[config.mk]
export PLATFORM = sky130hd
export DESIGN_NAME = result_display_ctrl
export DESIGN_NICKNAME = d
export VERILOG_FILES = /design/src/rtl/result_display_ctrl_pkg.sv /design/src/rtl/result_display_ctrl_max_tracker.sv /design/src/rtl/result_display_ctrl.sv
export SDC_FILE = /design/constraint.sdc
export NUM_CORES = 1
export LEC_CHECK = 0
export ABC_AREA = 1
export BUFFER_PORTS_ARGS = -buffer_cell sky130_fd_sc_hd__buf_2
export CAP_MARGIN = 20
export CORE_MARGIN = 8
export CORE_UTILIZATION = 40
export CTS_CLUSTER_DIAMETER = 200
export CTS_CLUSTER_SIZE = 10
export DETAILED_ROUTE_END_ITERATION = 8
export SLEW_MARGIN = 10
export SYNTH_ARGS = -nofsm -noshare
export SYNTH_HDL_FRONTEND = slang
export SYNTH_SLANG_ARGS = --single-unit
[constraint.sdc]
create_clock -name clock -period 2.39 [get_ports clock]
set_clock_uncertainty 0.2 [all_clocks]
set_input_delay 0.5975 -clock clock [delete_from_list [all_inputs] [get_ports clock]]
set_output_delay 0.5975 -clock clock [all_outputs]
set_load 0.02 [all_outputs]
[src/rtl/result_display_ctrl_pkg.sv]
// Shared types and sizing helpers for the result display controller.
package result_display_ctrl_pkg;

    // Controller states: two voting-side states and two result-side states.
    typedef enum logic [1:0] {
        VOTE_IDLE  = 2'd0,
        VOTE_FLASH = 2'd1,
        RES_EVAL   = 2'd2,
        RES_SHOW   = 2'd3
    } state_t;

    // Width of a candidate index: max(1, clog2(n)).
    function automatic int idx_w(input int n);
        return (n < 3) ? 1 : $clog2(n);
    endfunction

    // Width of a counter that must hold values 0..max_val.
    function automatic int cnt_w(input int max_val);
        return (max_val < 2) ? 1 : $clog2(max_val + 1);
    endfunction

endpackage

[src/rtl/result_display_ctrl_max_tracker.sv]
// Sequential argmax/tie evaluator: consumes one (index, count) pair per step.
// The first step (index 0) loads unconditionally; later steps replace the
// maximum only on a strictly greater count, so ties keep the lower index.
module max_tracker
    import result_display_ctrl_pkg::*;
#(
    parameter  int NUM_CAND = 4,
    parameter  int VOTE_W   = 8,
    localparam int IDX_W    = idx_w(NUM_CAND)
) (
    input  logic              i_clk,
    input  logic              i_rst_n,
    input  logic              i_start,
    input  logic              i_step,
    input  logic [IDX_W-1:0]  i_index,
    input  logic [VOTE_W-1:0] i_count,
    output logic [IDX_W-1:0]  o_winner_idx,
    output logic              o_tie,
    output logic              o_done
);

    localparam logic [IDX_W-1:0] LAST_IDX = IDX_W'(NUM_CAND - 1);

    logic [VOTE_W-1:0] r_max;
    logic [IDX_W-1:0]  r_win;
    logic              r_tie;

    // Running maximum, winner index and tie flag; cleared by reset or start.
    always_ff @(posedge i_clk) begin
        if (!i_rst_n || i_start) begin
            r_max <= '0;
            r_win <= '0;
            r_tie <= 1'b0;
        end else if (i_step) begin
            if (i_index == '0) begin
                r_max <= i_count;
                r_win <= '0;
                r_tie <= 1'b0;
            end else if (i_count > r_max) begin
                r_max <= i_count;
                r_win <= i_index;
                r_tie <= 1'b0;
            end else if (i_count == r_max) begin
                r_tie <= 1'b1;
            end
        end
    end

    assign o_winner_idx = r_win;
    assign o_tie        = r_tie;
    // The step on the last index completes the evaluation at this edge.
    assign o_done       = i_step && (i_index == LAST_IDX);

endmodule

[src/rtl/result_display_ctrl.sv]
// Result display controller: flashes the LEDs on each accepted vote, and in
// result mode evaluates the winner then shows counts (button, scan or winner).
// Handshake note: valid_vote_casted is a single-cycle pulse with no back-
// pressure; it is acted on only in the voting states with mode=0.
module result_display_ctrl
    import result_display_ctrl_pkg::*;
#(
    parameter  int NUM_CAND     = 4,
    parameter  int VOTE_W       = 8,
    parameter  int FLASH_CYCLES = 100,
    parameter  int SCAN_CYCLES  = 200,
    localparam int IDX_W        = idx_w(NUM_CAND)
) (
    input  logic                       clock,
    input  logic                       reset_n,
    input  logic                       mode,
    input  logic                       valid_vote_casted,
    input  logic [NUM_CAND*VOTE_W-1:0] cand_votes,
    input  logic [NUM_CAND-1:0]        cand_button_level,
    input  logic                       scan_en,
    output logic [VOTE_W-1:0]          leds,
    output logic [IDX_W-1:0]           shown_idx,
    output logic [IDX_W-1:0]           winner_idx,
    output logic                       tie,
    output logic                       result_valid,
    output logic [1:0]                 dbg_state
);

    localparam int FLASH_W = cnt_w(FLASH_CYCLES);
    localparam int SCAN_W  = cnt_w(SCAN_CYCLES - 1);
    localparam logic [IDX_W-1:0]   LAST_IDX   = IDX_W'(NUM_CAND - 1);
    localparam logic [FLASH_W-1:0] FLASH_LOAD = FLASH_W'(FLASH_CYCLES);
    localparam logic [SCAN_W-1:0]  DWELL_LAST = SCAN_W'(SCAN_CYCLES - 1);

    state_t               r_state, w_next;
    logic [FLASH_W-1:0]   r_flash_cnt, w_flash_cnt_nxt;
    logic [IDX_W-1:0]     r_eval_idx, w_eval_idx_nxt;
    logic [IDX_W-1:0]     r_scan_idx, w_scan_idx_nxt;
    logic [SCAN_W-1:0]    r_dwell_cnt, w_dwell_nxt;
    logic [NUM_CAND*VOTE_W-1:0] r_votes_q;
    logic [VOTE_W-1:0]    r_leds, w_leds_nxt;
    logic [IDX_W-1:0]     r_shown, w_shown_nxt;
    logic                 r_result_valid;
    logic                 w_start, w_step, w_done;
    logic                 w_votes_changed, w_any_btn;
    logic [IDX_W-1:0]     w_btn_idx;
    logic [IDX_W-1:0]     w_winner_idx;
    logic                 w_tie;
    logic [VOTE_W-1:0]    w_counts [NUM_CAND];

    for (genvar g = 0; g < NUM_CAND; g++) begin : g_unpack
        assign w_counts[g] = cand_votes[g*VOTE_W +: VOTE_W];
    end

    assign w_votes_changed = (cand_votes != r_votes_q);
    assign w_any_btn       = |cand_button_level;

    // Lowest-index pressed button wins the display.
    always_comb begin
        w_btn_idx = '0;
        for (int i = NUM_CAND - 1; i >= 0; i--) begin
            if (cand_button_level[i]) begin
                w_btn_idx = IDX_W'(i);
            end
        end
    end

    max_tracker #(
        .NUM_CAND (NUM_CAND),
        .VOTE_W   (VOTE_W)
    ) u_max_tracker (
        .i_clk        (clock),
        .i_rst_n      (reset_n),
        .i_start      (w_start),
        .i_step       (w_step),
        .i_index      (r_eval_idx),
        .i_count      (w_counts[r_eval_idx]),
        .o_winner_idx (w_winner_idx),
        .o_tie        (w_tie),
        .o_done       (w_done)
    );

    // Next-state, counter updates and the display value to register.
    always_comb begin
        w_next          = r_state;
        w_flash_cnt_nxt = r_flash_cnt;
        w_eval_idx_nxt  = r_eval_idx;
        w_scan_idx_nxt  = r_scan_idx;
        w_dwell_nxt     = r_dwell_cnt;
        w_start         = 1'b0;
        w_step          = 1'b0;
        w_leds_nxt      = '0;
        w_shown_nxt     = '0;
        unique case (r_state)
            VOTE_IDLE: begin
                if (mode) begin
                    w_next          = RES_EVAL;
                    w_start         = 1'b1;
                    w_eval_idx_nxt  = '0;
                    w_flash_cnt_nxt = '0;
                end else if (valid_vote_casted) begin
                    w_next          = VOTE_FLASH;
                    w_flash_cnt_nxt = FLASH_LOAD;
                end
            end
            VOTE_FLASH: begin
                w_leds_nxt = '1;
                if (mode) begin
                    w_next          = RES_EVAL;
                    w_start         = 1'b1;
                    w_eval_idx_nxt  = '0;
                    w_flash_cnt_nxt = '0;
                end else if (valid_vote_casted) begin
                    w_flash_cnt_nxt = FLASH_LOAD;
                end else if (r_flash_cnt <= FLASH_W'(1)) begin
                    w_next          = VOTE_IDLE;
                    w_flash_cnt_nxt = '0;
                end else begin
                    w_flash_cnt_nxt = r_flash_cnt - 1'b1;
                end
            end
            RES_EVAL: begin
                if (!mode) begin
                    w_next         = VOTE_IDLE;
                    w_eval_idx_nxt = '0;
                end else begin
                    w_step = 1'b1;
                    if (w_done) begin
                        w_next         = RES_SHOW;
                        w_eval_idx_nxt = '0;
                        w_scan_idx_nxt = '0;
                        w_dwell_nxt    = '0;
                    end else begin
                        w_eval_idx_nxt = r_eval_idx + 1'b1;
                    end
                end
            end
            RES_SHOW: begin
                if (!mode) begin
                    w_next         = VOTE_IDLE;
                    w_scan_idx_nxt = '0;
                    w_dwell_nxt    = '0;
                end else if (w_votes_changed) begin
                    w_next         = RES_EVAL;
                    w_start        = 1'b1;
                    w_eval_idx_nxt = '0;
                    w_scan_idx_nxt = '0;
                    w_dwell_nxt    = '0;
                end else if (w_any_btn) begin
                    w_leds_nxt     = w_counts[w_btn_idx];
                    w_shown_nxt    = w_btn_idx;
                    w_scan_idx_nxt = '0;
                    w_dwell_nxt    = '0;
                end else if (scan_en) begin
                    w_leds_nxt  = w_counts[r_scan_idx];
                    w_shown_nxt = r_scan_idx;
                    if (r_dwell_cnt >= DWELL_LAST) begin
                        w_dwell_nxt    = '0;
                        w_scan_idx_nxt = (r_scan_idx == LAST_IDX) ? '0 : r_scan_idx + 1'b1;
                    end else begin
                        w_dwell_nxt = r_dwell_cnt + 1'b1;
                    end
                end else begin
                    w_leds_nxt     = w_counts[w_winner_idx];
                    w_shown_nxt    = w_winner_idx;
                    w_scan_idx_nxt = '0;
                    w_dwell_nxt    = '0;
                end
            end
            default: begin
                w_next = VOTE_IDLE;
            end
        endcase
    end

    // State, counters and registered outputs; reset overrides everything.
    always_ff @(posedge clock) begin
        if (!reset_n) begin
            r_state        <= VOTE_IDLE;
            r_flash_cnt    <= '0;
            r_eval_idx     <= '0;
            r_scan_idx     <= '0;
            r_dwell_cnt    <= '0;
            r_votes_q      <= '0;
            r_leds         <= '0;
            r_shown        <= '0;
            r_result_valid <= 1'b0;
        end else begin
            r_state        <= w_next;
            r_flash_cnt    <= w_flash_cnt_nxt;
            r_eval_idx     <= w_eval_idx_nxt;
            r_scan_idx     <= w_scan_idx_nxt;
            r_dwell_cnt    <= w_dwell_nxt;
            r_votes_q      <= cand_votes;
            r_leds         <= w_leds_nxt;
            r_shown        <= w_shown_nxt;
            r_result_valid <= (w_next == RES_SHOW);
        end
    end

    assign leds         = r_leds;
    assign shown_idx    = r_shown;
    assign winner_idx   = w_winner_idx;
    assign tie          = w_tie;
    assign result_valid = r_result_valid;
    assign dbg_state    = r_state;

endmodule
; Word-level counts from Yosys, hierarchy flattened
; Cells that the tools add are included.
; W data, S select, Z words.
[op_classes]
addsub = 4
order_cmp = 7
n_eq_ne = 15
muxes = 74
bitwise = 7
reduce_logical = 18
[ops]
columns = cell, n
row1 = $mux W8, 21
row2 = $bmux W8 S2, 4
row3 = $mux W2, 30
row4 = $mux W7, 5
row5 = $ne A32 B32 Y1, 1
row6 = $pmux W8 S2, 2
row7 = $pmux W7 S2, 1
row8 = $ge A3 B3 Y1 const B, 4
row9 = $not A2 Y3, 4
row10 = $eq A2 B2 Y1 const B, 5
row11 = $add A8 B1 Y8 const B, 1
row12 = $eq A8 B8 Y1, 1
row13 = $ge A8 B8 Y1 const B, 1
row14 = $gt A8 B8 Y1, 1
row15 = $pmux W2 S4, 1
row16 = $reduce_or A4 Y1, 2
row17 = $le A7 B1 Y1 const B, 1
row18 = $mux W1, 7
row19 = $sub A7 B1 Y7 const B, 1
row20 = $ne A2 B2 Y1 const B, 3
row21 = $ne A6 B6 Y1 const B, 1
row22 = $pmux W2 S3, 1
row23 = $reduce_and A2 Y1, 3
row24 = $reduce_and A3 Y1, 2
row25 = other kinds (15), 22
[totals]
reg_bits = 75
input_bits = 41
out_inout_bits = 16

; Logic depth before layout (Yosys ltp)
; Gate-level depths: netlist of the first run.
[logic_depth]
word_depth = 12
mapped_depth = 16
mapped_depth_nobuf = 15

; Cells and area by module
; Synthesis of the first run repeated with hierarchy kept, for this count alone.
[hier_totals]
hier_cells = 835
hier_area_um2 = 5192.5
[by_module_without_submodules]
columns = module, n_inst, cells_each, area_per_inst_um2
row1 = result_display_ctrl, 1, 725, 4374.2
row2 = max_tracker, 1, 110, 818.3

; Least setup slack after synthesis of the first run
; OpenSTA, ideal clock, no wires.
[synth_timing]
path_kind = reg-to-reg
start = register r_eval_idx[1]
end = register u_max_tracker.r_max[3]
setup_ns = 0.115
arrival_ns = 2.215
path_slack_ns = -0.140
path_stages_with_launch = 15
n_path_buf = 2
period_less_slack_ns = 2.530
cell_sequence = dfxtp_1 > clkbuf_1 > clkinv_1 > o21ai_0 > o22ai_1 > ha_1 > nand2_1 > nor2_1 > nand4_1 > o21a_1 > nand2_1 > buf_2 > nand2_1 > o21ai_1 > nor2_1
[synth_via]
elab_chain_cells = 7
[synth_lines]
columns = item, line_no
row1 = "start, declared", result_display_ctrl.sv:37  ; logic [IDX_W-1:0] r_eval_idx, w_eval_idx_nxt;
row2 = "start signal, assigned", result_display_ctrl.sv:191  ; r_eval_idx <= w_eval_idx_nxt;
row3 = $not A2 Y3 (implied by the code), result_display_ctrl.sv:77  ; .i_count (w_counts[r_eval_idx]),
row4 = $bmux W8 S2, result_display_ctrl.sv:77
row5 = $mux W8 (implied by the code) (2 in series), result_display_ctrl.sv:77
row6 = net u_max_tracker.i_count[7], result_display_ctrl_max_tracker.sv:16  ; input logic [VOTE_W-1:0] i_count,
row7 = $gt A8 B8 Y1, result_display_ctrl_max_tracker.sv:39  ; end else if (i_count > r_max) begin
row8 = $reduce_bool A2 Y1 (no line), -
row9 = $reduce_and A2 Y1 (no line), -
row10 = "end signal, assigned", result_display_ctrl_max_tracker.sv:36  ; r_max <= i_count;
row11 = "end signal, assigned", result_display_ctrl_max_tracker.sv:40  ; r_max <= i_count;
row12 = "end, declared", result_display_ctrl_max_tracker.sv:24  ; logic [VOTE_W-1:0] r_max;
; The timed path passes the listed nets, and every way through them passes these cells. The select of a mux whose other input is x is not followed.
; A chain may end at the register's enable or synchronous reset.

; Worst setup path in the final report of the first run
[layout_timing]
start = register r_eval_idx[0]
end = register u_max_tracker.r_max[3]
; Same word-level chain as after synthesis.

==> impl_metrics.yaml, run 1 <==
outcome:
  status: "finished with violations"
  violations: "setup timing"
cells_and_area:
  num_antenna_cells: 0
  seqCellArea_mm2: 0.00151
  drive_gt1_share_pct: 21.5
  synthToLayoutAreaGrowth_pct: 30.7
  nNetsFinal: 1092
  multi_input_area_mm2: 0.00312
  fill_cells: 1376
  fin_cells: 1218
synth:
  ys_seq_area_share_pct: 28.6
  synthFlopType: "dfxtp_1"
  avgSynthCellArea_um2: 5.81
  syn-num-nets: 958
  syn_inst: 903
  synth-async-reset-ratio_pct: 0
  synth_top_area_share_pct: 28.6
  synthTopCellsByCount: "nand2_1, inv_1, nor2_1, dfxtp_1, o21ai_0"
  yosysTopAreaCell: "dfxtp_1"
  synth_edf_count: 0
  synth.area.top_cells: "dfxtp_1, nand2_1, inv_1, nor2_1, o21ai_0"
  ys_ff_latch: 75
  synth.distinct_cells: 43
  yosysWarningCount: 0
  synth_area_mm2: 0.00524
  yosysMostFrequentCell: "nand2_1"
critical_path:
  crit_top_cell: "nand2_1"
  crit_path_top_delay_cell: "dfxtp_4"
  slowest_delay_ns: 0.40
  path_cells: "inv_8 > buf_8 > o21ai_4 > o22ai_2 > ha_1 > nand2_1 > nor2_2 > nand4_1 > o21a_1 > nand2_4 > buf_6 > nand2_1 > o21ai_1 > nor2_1"
  critical_path_arrival_ns: 2.50
  critical_path_class: "reg2reg"
  start_kind: "flip-flop"
  critPathRequiredTime_ns: 2.43
  end_kind: "flip-flop"
  cp_max_fo: 7
global_routing:
  use_met2_pct: 34.9
  grt_pass1_wl_um: 27300
  grtUsageMet1_pct: 25.3
  grt.busiest_layer: "met2"
  antenna_found_initial: 0
  use_met3_pct: 4.83
  grt_start_max_net_pins: 27
  track_usage_pct: 21.0
  grt_pass1_vias: 5416
  grt_overflow: 0
placement:
  place_ws_ns: -0.332
  io_buffer_count: 56
  dp_hpwl_um: 13300
  dpl.cell_count: 1199
  gp_congestion: 0.942
clocking:
  tritoncts: "yes"
  ctsHoldBuffers: 0
  cts_sinks: 75
  insertion_delay_ns: 0.35
  cts_buffer_depth: 2
  clockRootBuffer: "clkbuf_16"
  htreeDepth: 3
  path_clk_slew_ns: 0.06
  cts_buffers: 9
min_path:
  hold_class: "reg2reg"
drt:
  viasPerCell: 4.86
  avgRoutedWirePerCell_um: 14.4
  wl_um: 17500
  ant_nets: 0
  vias: 5917
  drc: 0
  drt_iter0_drc: 479
  drt-pass1-iter-count: 5
timing:
  min_period_ns: 2.46
  final_hold_viol_count: 0
  fmax_mhz: 407
  timing.final.crit_share_pct: 103
  rsz0062_at_grt: "yes"
  slew_viol_final: 0
  relSlewSlack_pct: 62.0
  worst_slew_pin_slew_ns: 0.570
  final-setup-viol-count: 8
  worst_slack_ns: -0.0666
flow_run:
  drv_cap: 0
floorplan:
  die_y_um: 130
  initial_core_util_pct: 40.2
  core-area_mm2: 0.0130
  die_w_um: 130
  dieArea_mm2: 0.0170
  num_rows: 42
  io_pins: 57
pwr:
  ir_worst_vdd_v: 0.000335
  power_density_mw_per_mm2: 502
  leakagePower_nw: 3.67
==> sequential cells by signal (all words and copies together) (netlist names) <==
| name | cells |
|---|---|
| leds | 8 |
| r_eval_idx | 2 |
| r_dwell_cnt | 8 |
| dbg_state | 2 |
| r_votes_q | 32 |
| u_max_tracker.o_tie | 1 |
| r_scan_idx | 2 |
| result_valid | 1 |
| u_max_tracker.o_winner_idx | 2 |
| shown_idx | 2 |
| u_max_tracker.r_max | 8 |
| r_flash_cnt | 7 |
==> cells by family (layout without fill, tap and decap cells) <==
| family | count (synthesis) | in the layout | share of synthesized area [%] |
|---|---|---|---|
| xor gates and xnor gates | 13 | 13 | 2.17 |
| AOI/OAI and AO/OA | 121 | 121 | 13.1 |
| DFF | 75 | 75 | 28.6 |
| and+or+nand+nor | 486 | 486 | 38.1 |
| buffers and inverters | 194 | 333 | 14.6 |
| adders and majority gates | 14 | 14 | 3.34 |
==> metrics by stage <==
step / hold slack [ns] / util, % / total power (W) / setup TNS [ns] / cell area, um2
floorplan: 0.259 / - / 0.00175 / 0 / 5250
CTS: 0.280 / 51.2 / 0.00344 / 0 / 6680
global placement: 0.276 / 48.6 / 0.00205 / -2.95 / 6330
finish: 0.292 / 52.6 / 0.00344 / -0.275 / 6860
detailed placement: 0.286 / 48.6 / 0.00205 / -3.52 / 6330
global route: 0.307 / 52.6 / 0.00363 / -1.53 / 6860
==> layout make-up <==
class                      instances  area share (%)
tap                              176            3.21
clock inverter                     4           0.730
sequential                        75            22.0
inverter                         163            9.11
multi-input combinational        634            45.6
timing repair buffer             154            15.8
clock buffer                      12            3.60
==> cell usage in the layout (no fill, tap or decap), types with 4 or more instances in the layout <==
| master | synthesis | routed |
|---|---|---|
| a21oi_1 | 37 | 37 |
| buf_2 | 9 | 56 |
| buf_4 | 2 | 89 |
| buf_6 | 2 | 4 |
| clkbuf_16 | 0 | 9 |
| dfxtp_1 | 75 | 73 |
| ha_1 | 14 | 11 |
| inv_1 | 151 | 150 |
| inv_2 | 10 | 9 |
| nand2_1 | 301 | 297 |
| nand2_2 | 3 | 6 |
| nand3_1 | 40 | 39 |
| nand4_1 | 15 | 15 |
| nor2_1 | 106 | 102 |
| nor2_2 | 4 | 7 |
| nor2_4 | 4 | 5 |
| nor3_1 | 4 | 4 |
| nor4_1 | 4 | 4 |
| o2111ai_1 | 5 | 5 |
| o211ai_1 | 6 | 6 |
| o21ai_0 | 49 | 26 |
| o21ai_1 | 4 | 19 |
| o21ai_2 | 2 | 8 |
| o22ai_1 | 9 | 4 |
| o22ai_2 | 0 | 5 |
| xnor2_1 | 7 | 7 |
| xor2_1 | 6 | 6 |
==> critical path, delay by kind of cell (launching register included) <==
kind,cells,cell delay [ns]
fa+ha+maj,1,0.32
compound gates,4,0.55
buf+inv,3,0.33
simple gates,6,0.55
flops,1,0.40
==> final timing paths <==
path | startpoint | end | slack [ns] | cells past startpoint
hold reg to reg | r_flash_cnt[5] | r_flash_cnt[5] | 0.29 | 2
setup reg to reg | r_eval_idx[0] | u_max_tracker.r_max[3] | -0.07 | 14
setup / recovery | r_eval_idx[0] | u_max_tracker.r_max[3] | -0.07 | 14
hold / removal | r_flash_cnt[5] | r_flash_cnt[5] | 0.29 | 2
==> repair_timing <==
item | 4_1_cts | 5_1_grt
gates cloned | 0 | 1
resized for setup | 16 | 57
pin swaps | 3 | 19
setup endpoints to repair | 11 | 11
buffers inserted | 1 | 1
==> per-layer routing <==
metal | part of all wire, % | vias to the layer above
li1 | - | 3063
met1 | 43 | 2644
met2 | 47 | 168
met3 | 6.4 | 42
met4 | 3.6 | 0
met5 | 0 | -
==> report_power, final <==
group	total, W	switching (W)	internal, W
Clock	0.00138	0.000539	0.000836
Combinational	0.000738	0.000436	0.000302
Sequential	0.00133	0.0000326	0.00130
(Power assumes the default switching activity.)
==> run 2, diff against run 1 <==
RECOVER_POWER = 100   (was not set)
==> run 2 against run 1 <==
Net effect:
- the flow still finishes with violations (setup timing)
- global-route usage is the same
- critical path depth is the same
- routed wire length grew 0.20%
- total power shrank 0.12%
- sequential share of layout area grew 0.20 points
- critical path type unchanged
- critical endpoint unchanged
==> impl_metrics.yaml, run 2 (synthesized netlist as in run 1, its figures left out) <==
outcome:
  status: "finished with violations"
  violations: "setup timing"
drt:
  vias: 5901
  drc: 0
  wl_um: 17500
  viasPerCell: 4.84
  avgRoutedWirePerCell_um: 14.4
  drt-pass1-iter-count: 6
  drt_iter0_drc: 440
  ant_nets: 0
global_routing:
  grt_overflow: 0
  grt_start_max_net_pins: 27
  grt_pass1_wl_um: 27300
  track_usage_pct: 21.0
  antenna_found_initial: 0
  grt_pass1_vias: 5416
pwr:
  power_frac_comb_pct: 21.3
  ir_worst_vdd_v: 0.000334
  swShare_pct: 29.3
  leakagePower_nw: 3.60
  p_seq_share_pct: 38.7
  power_density_mw_per_mm2: 506
  pwr-share-clk_pct: 40.0
  internal-power_w: 0.00243
  power_switching_w: 0.00101
clocking:
  path_clk_slew_ns: 0.06
  cts_buffer_depth: 2
  tritoncts: "yes"
  insertion_delay_ns: 0.35
  cts_sinks: 75
  clockRootBuffer: "clkbuf_16"
  htreeDepth: 3
  cts_buffers: 9
cells_and_area:
  synthToLayoutAreaGrowth_pct: 29.5
  largest_reg_flops: 32
  fin_cells: 1218
  drive_gt1_share_pct: 19.4
  num_antenna_cells: 0
  final_common_cell: "nand2_1"
  nNetsFinal: 1092
  layout_common_cells: "nand2_1, inv_1, nor2_1"
  regMostFlops: "r_votes_q"
timing:
  min_period_ns: 2.46
  fin_setup_tns_ns: -0.325
  rsz0062_at_grt: "yes"
  worst_slack_ns: -0.0699
  fmax_mhz: 407
  timing.final.crit_share_pct: 103
  final-setup-viol-count: 9
  final_hold_viol_count: 0
  slew_viol_final: 0
  worst_slew_pin_slew_ns: 0.769
  relSlewSlack_pct: 48.7
critical_path:
  crit_family: "compound AO/OA/AOI/OAI gates"
  cp_max_fo: 7
  critPathRequiredTime_ns: 2.43
  crit_buf_inv: 3
  critical_path_arrival_ns: 2.50
  path_cells: "inv_8 > buf_8 > o21ai_4 > o22ai_2 > ha_1 > nand2_1 > nor2_2 > nand4_1 > o21a_1 > nand2_4 > buf_6 > nand2_1 > o21ai_1 > nor2_1"
  start_kind: "flip-flop"
  end_kind: "flip-flop"
  critical_path_class: "reg2reg"
  crit_top_cell: "nand2_1"
  crit_path_top_delay_cell: "dfxtp_4"
  slowest_delay_ns: 0.40
floorplan:
  die_w_um: 130
  initial_core_util_pct: 40.2
  die_y_um: 130
  io_pins: 57
  dieArea_mm2: 0.0170
  core-area_mm2: 0.0130
  num_rows: 42
placement:
  place_ws_ns: -0.332
  dpl.cell_count: 1199
  io_buffer_count: 56
  dp_hpwl_um: 13300
  gp_congestion: 0.942
min_path:
  hold_class: "reg2reg"
flow_run:
  drv_cap: 0
[run 2: cell type report]
class	count	area [um2]
Clock buffer	12	246
Clock inverter	4	50.0
Fill cell	1390	6240
Inverter	163	624
Multi-Input combinational cell	634	3110
Sequential cell	75	1510
Tap cell	176	220
Timing Repair Buffer	154	1040
[run 2: final timing paths]
path                   from                endpoint  slack, ns  depth (start not counted)
max           r_eval_idx[0]  u_max_tracker.r_max[3]      -0.07                         14
min          r_flash_cnt[5]          r_flash_cnt[5]       0.29                          2
max reg2reg   r_eval_idx[0]  u_max_tracker.r_max[3]      -0.07                         14
min reg2reg  r_flash_cnt[5]          r_flash_cnt[5]       0.29                          2
[run 2: through the flow]
| step | utilization (%) | cell area (um2) | hold WS (ns) | total power (W) |
|---|---|---|---|---|
| floorplan | - | 5250 | 0.259 | 0.00175 |
| global placement | 48.6 | 6330 | 0.276 | 0.00205 |
| detailed placement | 48.6 | 6330 | 0.286 | 0.00205 |
| CTS | 51.2 | 6680 | 0.280 | 0.00344 |
| global route | 52.1 | 6790 | 0.307 | 0.00363 |
| finish | 52.1 | 6790 | 0.292 | 0.00344 |
[run 2: worst min-delay path, delay by kind of cell, from the launching register on]
family	cells	cell delay (ns)
AOI/OAI and AO/OA	1	0.06
DFF	1	0.32
and+or+nand+nor	1	0.06
[run 2: power by group through the flow]
stage | Clock [W] | Sequential, W | Combinational, W
after floorplan | 0 | 0.00136 | 0.000396
after global placement | 0 | 0.00136 | 0.000691
after detailed placement | 0 | 0.00136 | 0.000691
after CTS | 0.00141 | 0.00133 | 0.000704
after global routing | 0.00147 | 0.00134 | 0.000821
final | 0.00137 | 0.00133 | 0.000734
[run 2: timing repair]
action,4_1_cts,5_1_grt
cloned,0,1
setup buffers,1,1
endpoints found under the setup margin,11,11
pin swaps,3,19
resized for setup,16,57
hold buffers,0,0
[run 2: layer usage]
| metal | vias to the layer above | routed length, um | global-route usage [%] |
|---|---|---|---|
| met2 | 169 | 8290 | 34.9 |
| met3 | 36 | 1170 | 4.83 |
| met1 | 2633 | 7530 | 25.3 |
| met5 | - | 0 | 0 |
| li1 | 3063 | - | - |
| met4 | 0 | 548 | 9.59 |
==> run 3, diff against run 2 <==
ABC_AREA = not set   (was 1)
CTS_CLUSTER_DIAMETER = not set   (was 200)
==> run 3 against run 2 <==
Net effect:
- sequential power is essentially flat
- worst hold slack got worse by 0.0065 ns
- first-iteration DRC count fell by 31%
- the flow still finishes with violations (setup timing)
- highest routed layer unchanged
- routed wire length shrank 22%
- cell count fell by 40%
- maximum frequency shrank 15%
- combinational power down 30%
- largest cell class unchanged
- critical path type unchanged
- setup slack worse by 0.42 ns
==> impl_metrics.yaml, run 3 <==
outcome:
  status: "finished with violations"
  violations: "setup timing"
clocking:
  clockRootBuffer: "clkbuf_8"
  path_clk_slew_ns: 0.08
  cts_buffers: 9
  cts_sinks: 75
  insertion_delay_ns: 0.38
  cts_buffer_depth: 2
  tritoncts: "yes"
  htreeDepth: 3
floorplan:
  initial_core_util_pct: 41.0
  die_w_um: 121
  dieArea_mm2: 0.0148
  die_y_um: 121
  num_rows: 38
  core-area_mm2: 0.0108
  io_pins: 57
placement:
  io_buffer_count: 56
  dpl.cell_count: 712
  dp_hpwl_um: 10100
  placed_cell_area_mm2: 0.00539
  gp_congestion: 0.858
critical_path:
  reg2reg_to: "u_max_tracker.r_max[0]"
  r2r_slack_ns: -0.49
  r2r_start: "r_eval_idx[0]"
  path_cells: "buf_12 > mux4_2 > ha_4 > a21oi_2 > a31oi_2 > or4_1 > nand3_1 > a211oi_2"
  critical_path_arrival_ns: 2.94
  crit_start: "r_eval_idx[0]"
  critPathRequiredTime_ns: 2.45
  crit_path_end: "u_max_tracker.r_max[0]"
  critical_path_class: "reg2reg"
  rr_worst_depth: 8
  end_kind: "flip-flop"
  cp_max_fo: 8
  slowest_delay_ns: 0.65
  crit_path_top_delay_cell: "or4_1"
  start_kind: "flip-flop"
synth:
  synth-compound-area-share_pct: 16.9
  synth_edf_count: 0
  yosys.area_share.simple_pct: 20.6
  yosysTopAreaCell: "dfxtp_1"
  avgSynthCellArea_um2: 9.35
  synth_top_family_by_area: "simple AND/OR/NAND/NOR gates"
  yosysMostFrequentCell: "dfxtp_1"
  synth-async-reset-ratio_pct: 0
  yosysWarningCount: 0
  synth_area_mm2: 0.00445
  synth.area.top_cells: "dfxtp_1, mux4_2, xnor2_1, and2_1, ha_1"
  synthTopCellsByCount: "dfxtp_1, and2_1, xnor2_1, o21ai_0, mux4_2"
  syn_inst: 476
  synth-adder-area-share_pct: 3.94
  ys_seq_area_share_pct: 33.7
  ys_ff_latch: 75
  synthFlopType: "dfxtp_1"
  synthMuxAreaShare_pct: 13.5
  synthXorXnorAreaFrac_pct: 6.30
  synth.distinct_cells: 57
  syn-num-nets: 531
  synth_top_area_share_pct: 33.7
cells_and_area:
  layout_common_cells: "dfxtp_1, buf_4, buf_2"
  num_antenna_cells: 0
  fill_cells: 1000
  largest_reg_flops: 32
  final_area_mm2: 0.00578
  synthToLayoutAreaGrowth_pct: 29.9
  nNetsFinal: 643
  regMostFlops: "r_votes_q"
  drive_gt1_share_pct: 31.9
  final_common_cell: "dfxtp_1"
  fin_cells: 733
pwr:
  swShare_pct: 26.2
  ir_worst_vdd_v: 0.000282
  power_switching_w: 0.000803
  leakagePower_nw: 2.13
  p_seq_share_pct: 42.9
  finalPower_w: 0.00306
  internal-power_w: 0.00226
  power_frac_comb_pct: 16.7
  pwr-share-clk_pct: 40.4
  power_density_mw_per_mm2: 530
drt:
  wl_um: 13600
  drc: 0
  vias: 4181
  ant_nets: 0
  avgRoutedWirePerCell_um: 18.6
  drt_iter0_drc: 303
  drt-pass1-iter-count: 5
  viasPerCell: 5.70
min_path:
  hold_class: "reg2reg"
timing:
  worst_slack_ns: -0.493
  fmax_mhz: 347
  fin_hold_ws_ns: 0.285
  slew_viol_final: 0
  rsz0062_at_grt: "yes"
  timing.final.crit_share_pct: 121
  final-setup-viol-count: 19
  worst_slew_pin_slew_ns: 0.942
  final_hold_viol_count: 0
  min_period_ns: 2.88
  relSlewSlack_pct: 37.2
global_routing:
  grt_start_max_net_pins: 24
  antenna_found_initial: 0
  grt_pass1_wl_um: 21900
  grt_overflow: 0
  track_usage_pct: 19.2
  grt_pass1_vias: 4206
flow_run:
  drv_cap: 0
## run 3: cell count changes in the layout (fill, tap and decap cells not counted), sizes merged, moves of 23 or more
cell / before / now
o21ai: 55 / 31
nand2: 304 / 20
xnor2: 7 / 32
inv: 162 / 23
nor2: 114 / 12
buf: 132 / 109
and2: 1 / 33
mux4: 0 / 24
## run 3: worst min-delay path by stage
stage / startpoint / endpoint / cells past startpoint
after floorplan: r_dwell_cnt[7] / r_dwell_cnt[7] / 2
after global placement: r_dwell_cnt[7] / r_dwell_cnt[7] / 2
after detailed placement: r_flash_cnt[5] / r_flash_cnt[5] / 2
after CTS: u_max_tracker.r_max[3] / u_max_tracker.r_max[3] / 2
after global routing: u_max_tracker.r_max[2] / u_max_tracker.r_max[2] / 2
final: u_max_tracker.o_tie / u_max_tracker.o_tie / 2
## run 3: worst max-delay path, delay by kind of cell (launching register included)
family          cells  cell delay (ns)
flops               1             0.36
buf+inv             1             0.15
compound gates      3             0.35
mux                 1             0.58
simple gates        2             0.85
fa+ha+maj           1             0.29
## run 3: area by class of cell
type,instances,area (um2),area share (%)
clock buffer,10,138,2.38
inverter,23,86.3,1.49
sequential,75,1500,26.0
multi-input combinational,347,2920,50.5
timing repair buffer,132,847,14.7
clock inverter,6,111,1.93
tap,140,175,3.03
## run 3: cell families after synthesis
family	count (synthesis)
XOR/XNOR	32
AND/OR/NAND/NOR	157
adder cells (fa/ha/maj)	14
flip-flops	75
buffers and inverters	54
multiplexers	30
AO/OA/AOI/OAI	114
## run 3: per-stage QoR
step	util, %	TNS, ns	setup WS (ns)
6_report	53.3	-5.48	-0.493
5_1_grt	53.3	-7.80	-0.574
4_1_cts	53.3	-4.83	-0.449
3_5_place_dp	49.7	-11.05	-0.772
3_3_place_gp	49.7	-11.61	-0.672
2_1_floorplan	-	-3.75	-0.349
## run 3: timing repair
action	4_1_cts	5_1_grt
endpoints found under the setup margin	11	13
endpoints found under the hold margin	0	0
hold buffers	0	0
gates resized for setup	28	9
pin swaps	24	5
setup buffers	3	2
## run 3: power groups by stage
stage                     combinational, W  sequential, W  clock (W)
after floorplan                   0.000265        0.00134          0
after global placement            0.000476        0.00134          0
after detailed placement          0.000484        0.00134          0
after CTS                         0.000507        0.00131    0.00127
after global routing              0.000558        0.00132    0.00133
final                             0.000512        0.00131    0.00124
## run 3: per-layer routing
layer	global-route usage (%)	vias up	wire, um	part of all wire, %
met5	0	-	0	0
met4	9.79	0	329	2.4
met3	5.26	23	998	7.3
met2	30.4	132	6470	47
met1	23.3	2019	5840	43
li1	-	2007	-	-
